### config.mk
export PLATFORM = sky130hd
export DESIGN_NAME = axis_dac_spi_6ch_flat
export DESIGN_NICKNAME = d
export VERILOG_FILES = /design/src/rtl/axis_dac_spi_6ch_if.sv /design/src/rtl/axis_dac_spi_6ch.sv /design/src/flat_wrapper.sv
export SDC_FILE = /design/constraint.sdc
export NUM_CORES = 1
export LEC_CHECK = 0
export ABC_AREA = 1
export CAP_MARGIN = 5
export CORE_ASPECT_RATIO = 0.7
export CORE_MARGIN = 3
export CORE_UTILIZATION = 39
export DETAILED_ROUTE_END_ITERATION = 7
export PLACE_DENSITY = 0.58
export SETUP_SLACK_MARGIN = 0.02
export SYNTH_ARGS = -nofsm -noshare
export SYNTH_HDL_FRONTEND = slang
export SYNTH_SLANG_ARGS = --single-unit
### constraint.sdc
create_clock -name a_clk -period 2.12 [get_ports a_clk]
set_input_delay 0.212 -clock a_clk [delete_from_list [all_inputs] [get_ports a_clk]]
set_output_delay 0.212 -clock a_clk [all_outputs]
set_load 0.02 [all_outputs]
### src/rtl/axis_dac_spi_6ch_if.sv
// rtl/axis_dac_spi_6ch_if.sv - six-channel SQ31 sample handshake bundle
// Lane i carries channel i+1 (X, Y, Z, U, A, B).
interface axis_dac_spi_6ch_if;
  logic [5:0][31:0] tdata;
  logic [5:0]       tvalid;
  logic [5:0]       tready;

  modport master (output tdata, output tvalid, input tready);
  modport slave  (input tdata, input tvalid, output tready);
endinterface

### src/rtl/axis_dac_spi_6ch.sv
// rtl/axis_dac_spi_6ch.sv - six-lane SQ31-to-DAC SPI transmitter with shared SCLK/SYNC_N/LDAC_N
// Optional power-up control-register frame: AXIS_DAC_SPI_INIT_EN.
module axis_dac_spi_6ch #(
  parameter int SCLK_DIV = 2,
  parameter int SYNC_GAP = 4,
  parameter int LDAC_W   = 2,
  parameter int DAC_BITS = 20
) (
  input  logic                a_clk,
  input  logic                a_reset,
  axis_dac_spi_6ch_if.slave   s_axis,
  output logic                dac_sclk,
  output logic                dac_sync_n,
  output logic [5:0]          dac_sdi,
  output logic                dac_ldac_n,
  output logic                busy,
  output logic [31:0]         frame_count
);

  localparam int WORD_W  = DAC_BITS + 4;
  localparam int BIT_LEN = 2 * SCLK_DIV;
  localparam int CNT_W   = 16;
  localparam int BIT_W   = $clog2(WORD_W);
  localparam logic signed [32:0] CODE_MAX = (33'sd1 <<< (DAC_BITS - 1)) - 33'sd1;
  localparam logic signed [32:0] CODE_MIN = -(33'sd1 <<< (DAC_BITS - 1));

  typedef enum logic [2:0] {
`ifdef AXIS_DAC_SPI_INIT_EN
    ST_INIT,
`endif
    ST_IDLE,
    ST_LOAD,
    ST_SHIFT,
    ST_GAP,
    ST_LDAC
  } state_t;

`ifdef AXIS_DAC_SPI_INIT_EN
  localparam state_t RST_STATE = ST_INIT;
  localparam logic [WORD_W-1:0] INIT_WORD = WORD_W'(24'h200012);
  logic r_init_frame;
`else
  localparam state_t RST_STATE = ST_IDLE;
`endif

  state_t                   r_state;
  state_t                   w_state_nxt;
  logic [CNT_W-1:0]         r_cnt;
  logic [BIT_W-1:0]         r_bit;
  logic [5:0][WORD_W-1:0]   r_shift;
  logic [5:0][31:0]         r_chan;
  logic [5:0][31:0]         w_sel;
  logic [31:0]              r_frame_count;
  logic                     w_bit_end;
  logic                     w_gap_end;
  logic                     w_ldac_end;

  // Round to nearest (add half an LSB), arithmetic shift, clamp to the signed code range.
  function automatic logic [DAC_BITS-1:0] sq31_to_code(input logic [31:0] v);
    logic signed [32:0] w_sum;
    logic signed [32:0] w_shr;
    w_sum = $signed({v[31], v}) + 33'sh800;
    w_shr = w_sum >>> 12;
    if (w_shr > CODE_MAX)
      sq31_to_code = {1'b0, {(DAC_BITS-1){1'b1}}};
    else if (w_shr < CODE_MIN)
      sq31_to_code = {1'b1, {(DAC_BITS-1){1'b0}}};
    else
      sq31_to_code = w_shr[DAC_BITS-1:0];
  endfunction

  assign w_bit_end  = (r_cnt == CNT_W'(BIT_LEN - 1));
  assign w_gap_end  = (r_cnt == CNT_W'(SYNC_GAP - 1));
  assign w_ldac_end = (r_cnt == CNT_W'(LDAC_W - 1));

  always_comb begin
    for (int i = 0; i < 6; i++)
      w_sel[i] = s_axis.tvalid[i] ? s_axis.tdata[i] : r_chan[i];
  end

  always_ff @(posedge a_clk) begin
    if (a_reset) r_state <= RST_STATE;
    else         r_state <= w_state_nxt;
  end

  always_comb begin
    w_state_nxt = r_state;
    case (r_state)
`ifdef AXIS_DAC_SPI_INIT_EN
      ST_INIT:  w_state_nxt = ST_SHIFT;
`endif
      ST_IDLE:  if (|s_axis.tvalid) w_state_nxt = ST_LOAD;
      ST_LOAD:  w_state_nxt = ST_SHIFT;
      ST_SHIFT: if (w_bit_end && r_bit == '0) w_state_nxt = ST_GAP;
      ST_GAP: begin
        if (w_gap_end) begin
`ifdef AXIS_DAC_SPI_INIT_EN
          w_state_nxt = r_init_frame ? ST_IDLE : ST_LDAC;
`else
          w_state_nxt = ST_LDAC;
`endif
        end
      end
      ST_LDAC:  if (w_ldac_end) w_state_nxt = ST_IDLE;
      default:  w_state_nxt = ST_IDLE;
    endcase
  end

  always_ff @(posedge a_clk) begin
    if (a_reset) begin
      r_cnt         <= '0;
      r_bit         <= '0;
      r_shift       <= '0;
      r_chan        <= '0;
      r_frame_count <= '0;
`ifdef AXIS_DAC_SPI_INIT_EN
      r_init_frame  <= 1'b0;
`endif
    end else begin
      case (r_state)
`ifdef AXIS_DAC_SPI_INIT_EN
        ST_INIT: begin
          for (int i = 0; i < 6; i++) r_shift[i] <= INIT_WORD;
          r_cnt        <= '0;
          r_bit        <= BIT_W'(WORD_W - 1);
          r_init_frame <= 1'b1;
        end
`endif
        ST_LOAD: begin
          for (int i = 0; i < 6; i++) begin
            if (s_axis.tvalid[i]) r_chan[i] <= s_axis.tdata[i];
            r_shift[i] <= {4'b0001, sq31_to_code(w_sel[i])};
          end
          r_cnt <= '0;
          r_bit <= BIT_W'(WORD_W - 1);
`ifdef AXIS_DAC_SPI_INIT_EN
          r_init_frame <= 1'b0;
`endif
        end
        ST_SHIFT: begin
          if (w_bit_end) begin
            r_cnt <= '0;
            r_bit <= r_bit - 1'b1;
            for (int i = 0; i < 6; i++) r_shift[i] <= {r_shift[i][WORD_W-2:0], 1'b0};
          end else begin
            r_cnt <= r_cnt + 1'b1;
          end
        end
        ST_GAP:  r_cnt <= w_gap_end ? '0 : r_cnt + 1'b1;
        ST_LDAC: begin
          if (w_ldac_end) begin
            r_cnt         <= '0;
            r_frame_count <= r_frame_count + 1'b1;
          end else begin
            r_cnt <= r_cnt + 1'b1;
          end
        end
        default: r_cnt <= '0;
      endcase
    end
  end

  // SDI is launched with the first low half of each bit; the DAC samples on the falling edge.
  always_comb begin
    dac_sdi = '0;
    if (r_state == ST_SHIFT)
      for (int i = 0; i < 6; i++) dac_sdi[i] = r_shift[i][WORD_W-1];
  end

  assign dac_sclk      = (r_state == ST_SHIFT) && (r_cnt >= CNT_W'(SCLK_DIV));
  assign dac_sync_n    = (r_state != ST_SHIFT);
  assign dac_ldac_n    = (r_state != ST_LDAC);
  assign busy          = (r_state != ST_IDLE);
  assign frame_count   = r_frame_count;
  assign s_axis.tready = (r_state == ST_LOAD) ? s_axis.tvalid : 6'b0;

endmodule

### src/flat_wrapper.sv
// flat-port wrapper written by rule: the top's interface ports become plain ports
module axis_dac_spi_6ch_flat 
#(
  parameter int SCLK_DIV = 2,
  parameter int SYNC_GAP = 4,
  parameter int LDAC_W   = 2,
  parameter int DAC_BITS = 20
)
  (a_clk, a_reset, dac_sclk, dac_sync_n, dac_sdi, dac_ldac_n, busy, frame_count, s_axis_tdata, s_axis_tvalid, s_axis_tready);
  axis_dac_spi_6ch_if s_axis_i ();
  input  logic a_clk;
  input  logic a_reset;
  output logic dac_sclk;
  output logic dac_sync_n;
  output logic [5:0] dac_sdi;
  output logic dac_ldac_n;
  output logic busy;
  output logic [31:0] frame_count;
  input wire logic [$bits(s_axis_i.tdata)-1:0] s_axis_tdata;
  input wire logic [$bits(s_axis_i.tvalid)-1:0] s_axis_tvalid;
  output wire logic [$bits(s_axis_i.tready)-1:0] s_axis_tready;
  assign s_axis_i.tdata = s_axis_tdata;
  assign s_axis_i.tvalid = s_axis_tvalid;
  assign s_axis_tready = s_axis_i.tready;
  axis_dac_spi_6ch #(.SCLK_DIV(SCLK_DIV), .SYNC_GAP(SYNC_GAP), .LDAC_W(LDAC_W), .DAC_BITS(DAC_BITS)) u_core (.a_clk(a_clk), .a_reset(a_reset), .s_axis(s_axis_i), .dac_sclk(dac_sclk), .dac_sync_n(dac_sync_n), .dac_sdi(dac_sdi), .dac_ldac_n(dac_ldac_n), .busy(busy), .frame_count(frame_count));
endmodule
# ---- Word level (Yosys, flattened, before mapping)
# Index checks and enable logic that the tools add are counted.
dict set report totals {
  regBits 392
  inputBits 200
  out_inout_bits 48
  elab_cells 94
}
dict set report classes {
  n_addsub 9
  n_lt_le_gt_ge 13
  n_eq_ne 13
  muxes 32
  reduce_logical 11
}
# operator count
set ops {}
lappend ops {{$pmux 144 s2} 1}
lappend ops {{$mux 20} 12}
lappend ops {{$add 32x13->33 const B} 6}
lappend ops {{$mux 32} 6}
lappend ops {{$mux 144} 1}
lappend ops {{$gt 21x20->1 const B} 6}
lappend ops {{$lt 21x20->1 const B} 6}
lappend ops {{$add 32x1->32 const B} 1}
lappend ops {{$mux 16} 2}
lappend ops {{$pmux 16 s2} 1}
lappend ops {{$add 16x1->16 const B} 1}
lappend ops {{$eq 16x1->1 const B} 1}
lappend ops {{$eq 16x2->1 const B} 1}
lappend ops {{$ge 16x2->1 const B} 1}
lappend ops {{$pmux 3 s5} 1}
lappend ops {{$mux 3} 4}
lappend ops {{$mux 6} 2}
lappend ops {{$ne 2x1->1 const B} 5}
lappend ops {{$pmux 5 s2} 1}
lappend ops {{$eq 3x2->1 const B} 2}
lappend ops {{$reduce_or 6->1} 1}
lappend ops {{$logic_not 5->1} 1}
lappend ops {{$mux 5} 1}
lappend ops {{$sub 5x1->5 const B} 1}
lappend ops {{other kinds (11)} 13}

# ---- Longest topological paths before layout
# Gate-level depths: netlist of run 1.
dict set report depth {
  ltp_word 6
  mapped_depth 17
  depth_no_buf 16
}

# ---- Least setup slack after synthesis of run 1
# No wires, ideal clock.
dict set report synth_timing {
  path_type {input -> register}
  start {input s_axis_tvalid[4]}
  end {register u_core.r_shift[104] in the netlist's numbering}
  setup_time_ns 0.126
  t_arrival_ns 1.987
  t_required_ns 1.994
  setup_slack_ns 0.007
  stages 14
  n_path_buf 3
  cell_sequence {buf_6 buf_6 o21ai_0 inv_1 ha_1 nand3_1 inv_1 nand3_1 nand2_1 nand3_4 buf_6 nand3_1 nand2_1 a21oi_2}
}
# item line
set synth_lines {}
lappend synth_lines {{start: declaration} flat_wrapper.sv:20} ;# input wire logic [$bits(s_axis_i.tvalid)-1:0] s_axis_tvalid;
lappend synth_lines {{end signal: indexed assignment} axis_dac_spi_6ch.sv:132} ;# r_shift[i] <= {4'b0001, sq31_to_code(w_sel[i])};
lappend synth_lines {{end: declaration} axis_dac_spi_6ch.sv:50} ;# logic [5:0][WORD_W-1:0] r_shift;

# ---- Worst setup path after layout of run 1
dict set report layout_timing {
  start {register u_core.r_state[1]}
  end {output s_axis_tready[5]}
}
dict set report layout_between {
  elab_chain_len 2
}
# item line
set layout_rtl {}
lappend layout_rtl {{start: declaration} axis_dac_spi_6ch.sv:46} ;# state_t r_state;
lappend layout_rtl {{start signal: assignment} axis_dac_spi_6ch.sv:83} ;# else r_state <= w_state_nxt;
lappend layout_rtl {{$eq 3x1->1} axis_dac_spi_6ch.sv:175} ;# assign s_axis.tready = (r_state == ST_LOAD) ? s_axis.tvalid : 6'b0;
lappend layout_rtl {{$mux 6} axis_dac_spi_6ch.sv:175}
lappend layout_rtl {{end: declaration} flat_wrapper.sv:21} ;# output wire logic [$bits(s_axis_i.tready)-1:0] s_axis_tready;
# Every way passes these cells.

==> results.json, run 1 <==
{
  "clk_latency_ns": 0.55,
  "yosysTopAreaCell": "dfxtp_1",
  "cts.path.max_buffers": 3,
  "synthTopCellsByArea": "dfxtp_1 (32%), nand2_1 (15%), a21oi_1 (7.1%), nand3_1 (6.9%), inv_1 (6.3%)",
  "whs_ns": 0.0573,
  "ir_drop_uv": 898,
  "drive_gt1_frac": 0.206,
  "row_count": 69,
  "die_h_um": 198,
  "powerDensity_mw_per_mm2": 980,
  "port-buffer-count": 181,
  "core_mm2": 0.0515,
  "ys_async_sr_fraction": 0,
  "synth_area_per_cell_um2": 6.34,
  "cp.arrival_ns": 1.81,
  "die_w_um": 281,
  "synthMostInstantiatedCell": "nand2_1",
  "num_vias": 22592,
  "critical_path_class": "flop to output port",
  "fin_area_mm2": 0.0278,
  "ys_top_cells_by_count": "nand2_1 (817), inv_1 (345), dfxtp_1 (326)",
  "drv_cap": 0,
  "ys.flop_type": "dfxtp_1",
  "gp_congestion": 0.933,
  "drtIter0Drc": 1678,
  "fmax_mhz": 494,
  "yosys.area_share.xor_xnor": 0.0322,
  "rsz0062_at_grt": "yes",
  "synth_cells": 3255,
  "relSlewSlack": 0.487,
  "power_mw": 27.2,
  "synth_compound_area_frac": 0.194,
  "cts_tree": "built",
  "synth_top_area_frac": 0.316,
  "die_area_mm2": 0.0558,
  "hold_buffers": 0,
  "hpwl_um": 46500,
  "crit_slowest_cell": "dfxtp_2",
  "p_switching_mw": 10.4,
  "crit_fanout": 6,
  "synthMuxAreaShare": 0,
  "share_comb_of_total_power": 0.435,
  "io_pins": 248,
  "root_buffer": "clkbuf_16",
  "grt_pass1_vias": 21221,
  "fill_cells": 5122,
  "status": "completed",
  "switching_share": 0.383,
  "dpl_worst_slack_ns": -0.511,
  "routed_wl_um": 66300,
  "seqPwrFrac": 0.321,
  "required_ns": 1.91,
  "fin_crit_ns": 2.03,
  "p_int_mw": 16.8,
  "hp-class": "input pin to flop",
  "synthDistinctLibCells": 47,
  "startpoint_type": "flop",
  "antenna_found_initial": 0,
  "hold_viol": 0,
  "fin_ws_ns": 0.0949,
  "worstMarginPinSlew_ns": 0.770,
  "grt-ovfl-total": 0,
  "drcViolationCount": 0,
  "dp.cells": 4363,
  "syn_nets": 3467,
  "wire_per_inst_um": 14.9,
  "cts_made_buffers": 38,
  "fin_crit_sh": 0.955,
  "n_antenna_cell": 0,
  "start_util": 0.400,
  "via_per_inst": 5.07,
  "clkPwrFrac": 0.243,
  "antenna_left": 0,
  "yosysSeqAreaShare": 0.316,
  "synth_top_family_by_area": "simple AND/OR/NAND/NOR gates",
  "cpPeakStageDelay_ns": 0.36,
  "cts.clk_slew.worst_paths_ns": 0.06,
  "synth_edf_count": 0,
  "grtUsageTotal": 0.226,
  "ys_warn_count": 0,
  "worstSetupEndpointType": "output port",
  "yosys.area_share.simple": 0.340,
  "syn_to_final_growth_pct": 34.6,
  "final_cell_count_no_fill": 4452,
  "clock-sinks": 326,
  "synth_fa_ha_area_frac": 0.00727,
  "final_util": 0.539,
  "firstDrtPassIters": 5,
  "synth_area_mm2": 0.0206,
  "h-tree-depth": 2,
  "cp_common_cell": "buf_4",
  "slew_viol_final": 0,
  "path_cells": "nor3_4 -> bufinv_8 -> buf_4 -> buf_4 -> nor2_1 -> buf_4",
  "synth.ff_latch_count": 326,
  "fin_nets": 3969,
  "dpl-instance-area_mm2": 0.0259,
  "cellLeakagePower_nw": 12.2,
  "grt_first_pass_wirelength_um": 106000,
  "worst_clock_skew_ns": 0.0268,
  "grt_max_degree": 151,
  "fin_setup_tns_ns": 0,
  "finalSetupViolCount": 0
}
==> timing repair <==
item	CTS	global route
resized for setup	52	118
setup endpoints to repair	17	147
cloned	0	13
pin swaps	2	32
buffers inserted	5	10
==> state kept, by name, summed over array words and instances (netlist names) <==
register / cells
u_core.r_bit: 5
u_core.r_state: 3
u_core.frame_count: 32
u_core.r_cnt: 16
u_core.r_shift: 144
u_core.r_chan: 126
==> final timing paths <==
path,depth (start not counted),start,end,slack (ns)
worst max-delay path,6,u_core.r_state[1],s_axis_tready[5],0.09
worst min register to register,1,u_core.r_cnt[0],u_core.r_cnt[0],0.44
worst max register to register,13,u_core.r_chan[108],u_core.r_shift[81],0.10
worst min-delay path,3,s_axis_tvalid[1],u_core.r_chan[45],0.06
==> cell families after synthesis <==
family	count (synthesis)
buf+inv	538
xor+xnor	76
fa+ha+maj	12
simple gates	1588
compound gates	715
flops	326
==> worst max-delay path, delay by kind of cell (launching register included) <==
kind / cells / cell delay, ns
buf+inv: 4 / 0.65
flops: 1 / 0.36
simple gates: 2 / 0.27
==> routing by layer <==
layer | track usage | vias to the layer above | share of wire
met1 | 0.333 | 10415 | 0.51
met4 | 0.0460 | 0 | 0.016
met5 | 0 | - | 0
li1 | - | 11588 | -
met3 | 0.0294 | 75 | 0.049
met2 | 0.354 | 514 | 0.43
==> layout by cell type, fill, tap and decap left out, drive strengths merged, types with 50 or more instances in the layout <==
cell,instances
inv,357
o21ai,290
clkbuf,50
a21oi,303
buf,455
o21a,92
nand3,330
dfxtp,326
nor2,305
clkdlybuf4s50,159
xor2,62
nand2,852
==> power by group through the flow <==
stage          sequential [mW]  clock (mW)  combinational [mW]
2_1_floorplan             8.62           0                7.28
3_3_place_gp              8.75           0                11.0
3_5_place_dp              8.83           0                11.3
4_1_cts                   8.73        6.82                11.4
5_1_grt                   8.93        7.03                13.3
6_report                  8.75        6.63                11.9
==> final cells by class <==
class,count,area (µm²),area share
clock buffers,48,1030,0.0371
clock inverters,13,181,0.00653
inverters,362,1380,0.0496
multi-input cells,2402,12400,0.446
flip-flops and latches,326,6530,0.235
well taps,674,843,0.0303
repair buffers,627,5430,0.195
Power figures use the tool's default switching activity.
==> run 2: changes to the inputs <==
--- a/config.mk
+++ b/config.mk
@@ -6,7 +6,7 @@
 export NUM_CORES = 1
 export LEC_CHECK = 0
 export ABC_AREA = 1
-export CAP_MARGIN = 5
+export CAP_MARGIN = 20
 export CORE_ASPECT_RATIO = 0.7
 export CORE_MARGIN = 3
 export CORE_UTILIZATION = 39
==> results of run 2 <==
Same layout as run 1: the final DEF is identical, and so are final timing and power.
==> run 3: changes to the inputs <==
--- a/config.mk
+++ b/config.mk
@@ -8,7 +8,7 @@
 export ABC_AREA = 1
 export CAP_MARGIN = 20
 export CORE_ASPECT_RATIO = 0.7
-export CORE_MARGIN = 3
+export CORE_MARGIN = 1.5
 export CORE_UTILIZATION = 39
 export DETAILED_ROUTE_END_ITERATION = 7
 export PLACE_DENSITY = 0.58
==> results.json, run 3 (synthesis gave the netlist of run 1 again) <==
{
  "cts.path.max_buffers": 3,
  "n_antenna_cell": 0,
  "worst_clock_skew_ns": 0.0239,
  "hold_buffers": 0,
  "fin_crit_ns": 2.02,
  "fin_ws_ns": 0.0999,
  "grtUsageTotal": 0.234,
  "fmax_mhz": 495,
  "syn_to_final_growth_pct": 35.3,
  "ir_drop_uv": 619,
  "status": "completed",
  "crit_slowest_cell": "clkdlybuf4s50_1",
  "multiInputGateArea_mm2": 0.0125,
  "regMostFlops": "u_core.r_shift",
  "critical_path_class": "input pin to flop",
  "root_buffer": "clkbuf_16",
  "rsz0062_at_grt": "yes",
  "fill_cells": 5130,
  "crit_buf_inv": 4,
  "drv_cap": 0,
  "wire_per_inst_um": 14.8,
  "fin_area_mm2": 0.0279,
  "hold_viol": 0,
  "hpwl_um": 46500,
  "crit_fanout": 11,
  "io_pins": 248,
  "largest_reg_flops": 144,
  "path_cells": "clkdlybuf4s50_1 -> buf_12 -> inv_4 -> buf_4 -> nand2_1 -> nand2_1 -> nor2_2 -> nand2_1 -> nor2_1 -> nand3_2 -> nand2_4 -> nand3_4 -> nand3_1 -> nand2_1 -> a21oi_1",
  "die_w_um": 278,
  "dpl-instance-area_mm2": 0.0258,
  "dp.cells": 4361,
  "cts.clk_slew.worst_paths_ns": 0.06,
  "crit_family": "simple AND/OR/NAND/NOR gates",
  "startpoint_type": "input pin",
  "row_count": 70,
  "whs_ns": 0.0361,
  "core_mm2": 0.0523,
  "firstDrtPassIters": 6,
  "gp_congestion": 0.929,
  "antenna_found_initial": 0,
  "routed_wl_um": 65900,
  "cts_made_buffers": 37,
  "grt_first_pass_wirelength_um": 106000,
  "via_per_inst": 5.08,
  "grt-ovfl-total": 0,
  "fin_crit_sh": 0.953,
  "grt_max_degree": 151,
  "num_vias": 22674,
  "worstMarginPinSlew_ns": 0.818,
  "slew_viol_final": 0,
  "powerDensity_mw_per_mm2": 981,
  "drcViolationCount": 0,
  "relSlewSlack": 0.455,
  "clk_latency_ns": 0.56,
  "dpl_worst_slack_ns": -0.549,
  "cts_tree": "built",
  "cp_common_cell": "nand2_1",
  "required_ns": 2.58,
  "final_cell_mix": "nand2_1 (804), buf_4 (417), inv_1 (341), dfxtp_1 (320), a21oi_1 (292)",
  "final_util": 0.534,
  "port-buffer-count": 181,
  "h-tree-depth": 2,
  "grt_pass1_vias": 21032,
  "fin_nets": 3966,
  "fin_setup_tns_ns": 0,
  "final_cell_count_no_fill": 4460,
  "drtIter0Drc": 1720,
  "die_area_mm2": 0.0543,
  "hp-class": "input pin to flop",
  "worstSetupEndpointType": "flop",
  "die_h_um": 195,
  "register_area_mm2": 0.00654,
  "cpPeakStageDelay_ns": 0.50,
  "final_common_cell": "nand2_1",
  "cp.arrival_ns": 2.48,
  "clock-sinks": 326,
  "start_util": 0.395,
  "finalSetupViolCount": 0,
  "cellLeakagePower_nw": 12.2,
  "drive_gt1_frac": 0.206,
  "antenna_left": 0,
  "power_mw": 27.4
}
run 3: changes by cell type in the layout (fill, tap and decap cells not counted), moves of 6 or more:
cell      change
o21ai_2       -7
nor2_2        -8
nand2_2       -6
nor2_4        +7
clkbuf_8      +6
run 3: path summary, 6_finish.rpt:
path                       from            endpoint  slack, ns  cells after the start
max            s_axis_tvalid[3]  u_core.r_shift[86]        0.1                     15
min reg2reg  u_core.r_shift[70]  u_core.r_shift[71]       0.45                      2
min            s_axis_tvalid[1]   u_core.r_chan[45]       0.04                      3
max reg2reg   u_core.r_state[1]   u_core.r_chan[80]       0.13                      8
run 3: area by class of cell:
cell class | instances | area share
inverters | 362 | 0.0499
well taps | 684 | 0.0306
flip-flops and latches | 326 | 0.234
clock inverters | 11 | 0.00591
multi-input cells | 2400 | 0.446
repair buffers | 627 | 0.196
clock buffers | 50 | 0.0378
run 3: worst reg2reg max path: cells and delay by family, from the launching register on:
family / cells / cell delay [ns]
AOI/OAI and AO/OA: 2 / 0.29
and+or+nand+nor: 1 / 0.25
DFF: 1 / 0.36
buffers and inverters: 5 / 0.98
run 3: report_power, final:
group	switching, mW	total, mW	internal, mW
combinational	6.93	11.9	5.01
sequential	0.813	8.75	7.93
clock	2.76	6.72	3.96
total	10.5	27.4	16.9
run 3: routing by layer:
layer	track usage	vias up	part of all wire
met5	0	-	0
met4	0.0536	0	0.016
met3	0.0306	65	0.050
met2	0.359	515	0.43
met1	0.347	10520	0.51
li1	-	11574	-
run 3: timing repair:
item / CTS / global route
pin swaps: 2 / 37
endpoints found under the setup margin: 44 / 183
endpoints found under the hold margin: 0 / 0
setup buffers: 6 / 22
resized for setup: 59 / 133
gates cloned: 1 / 10
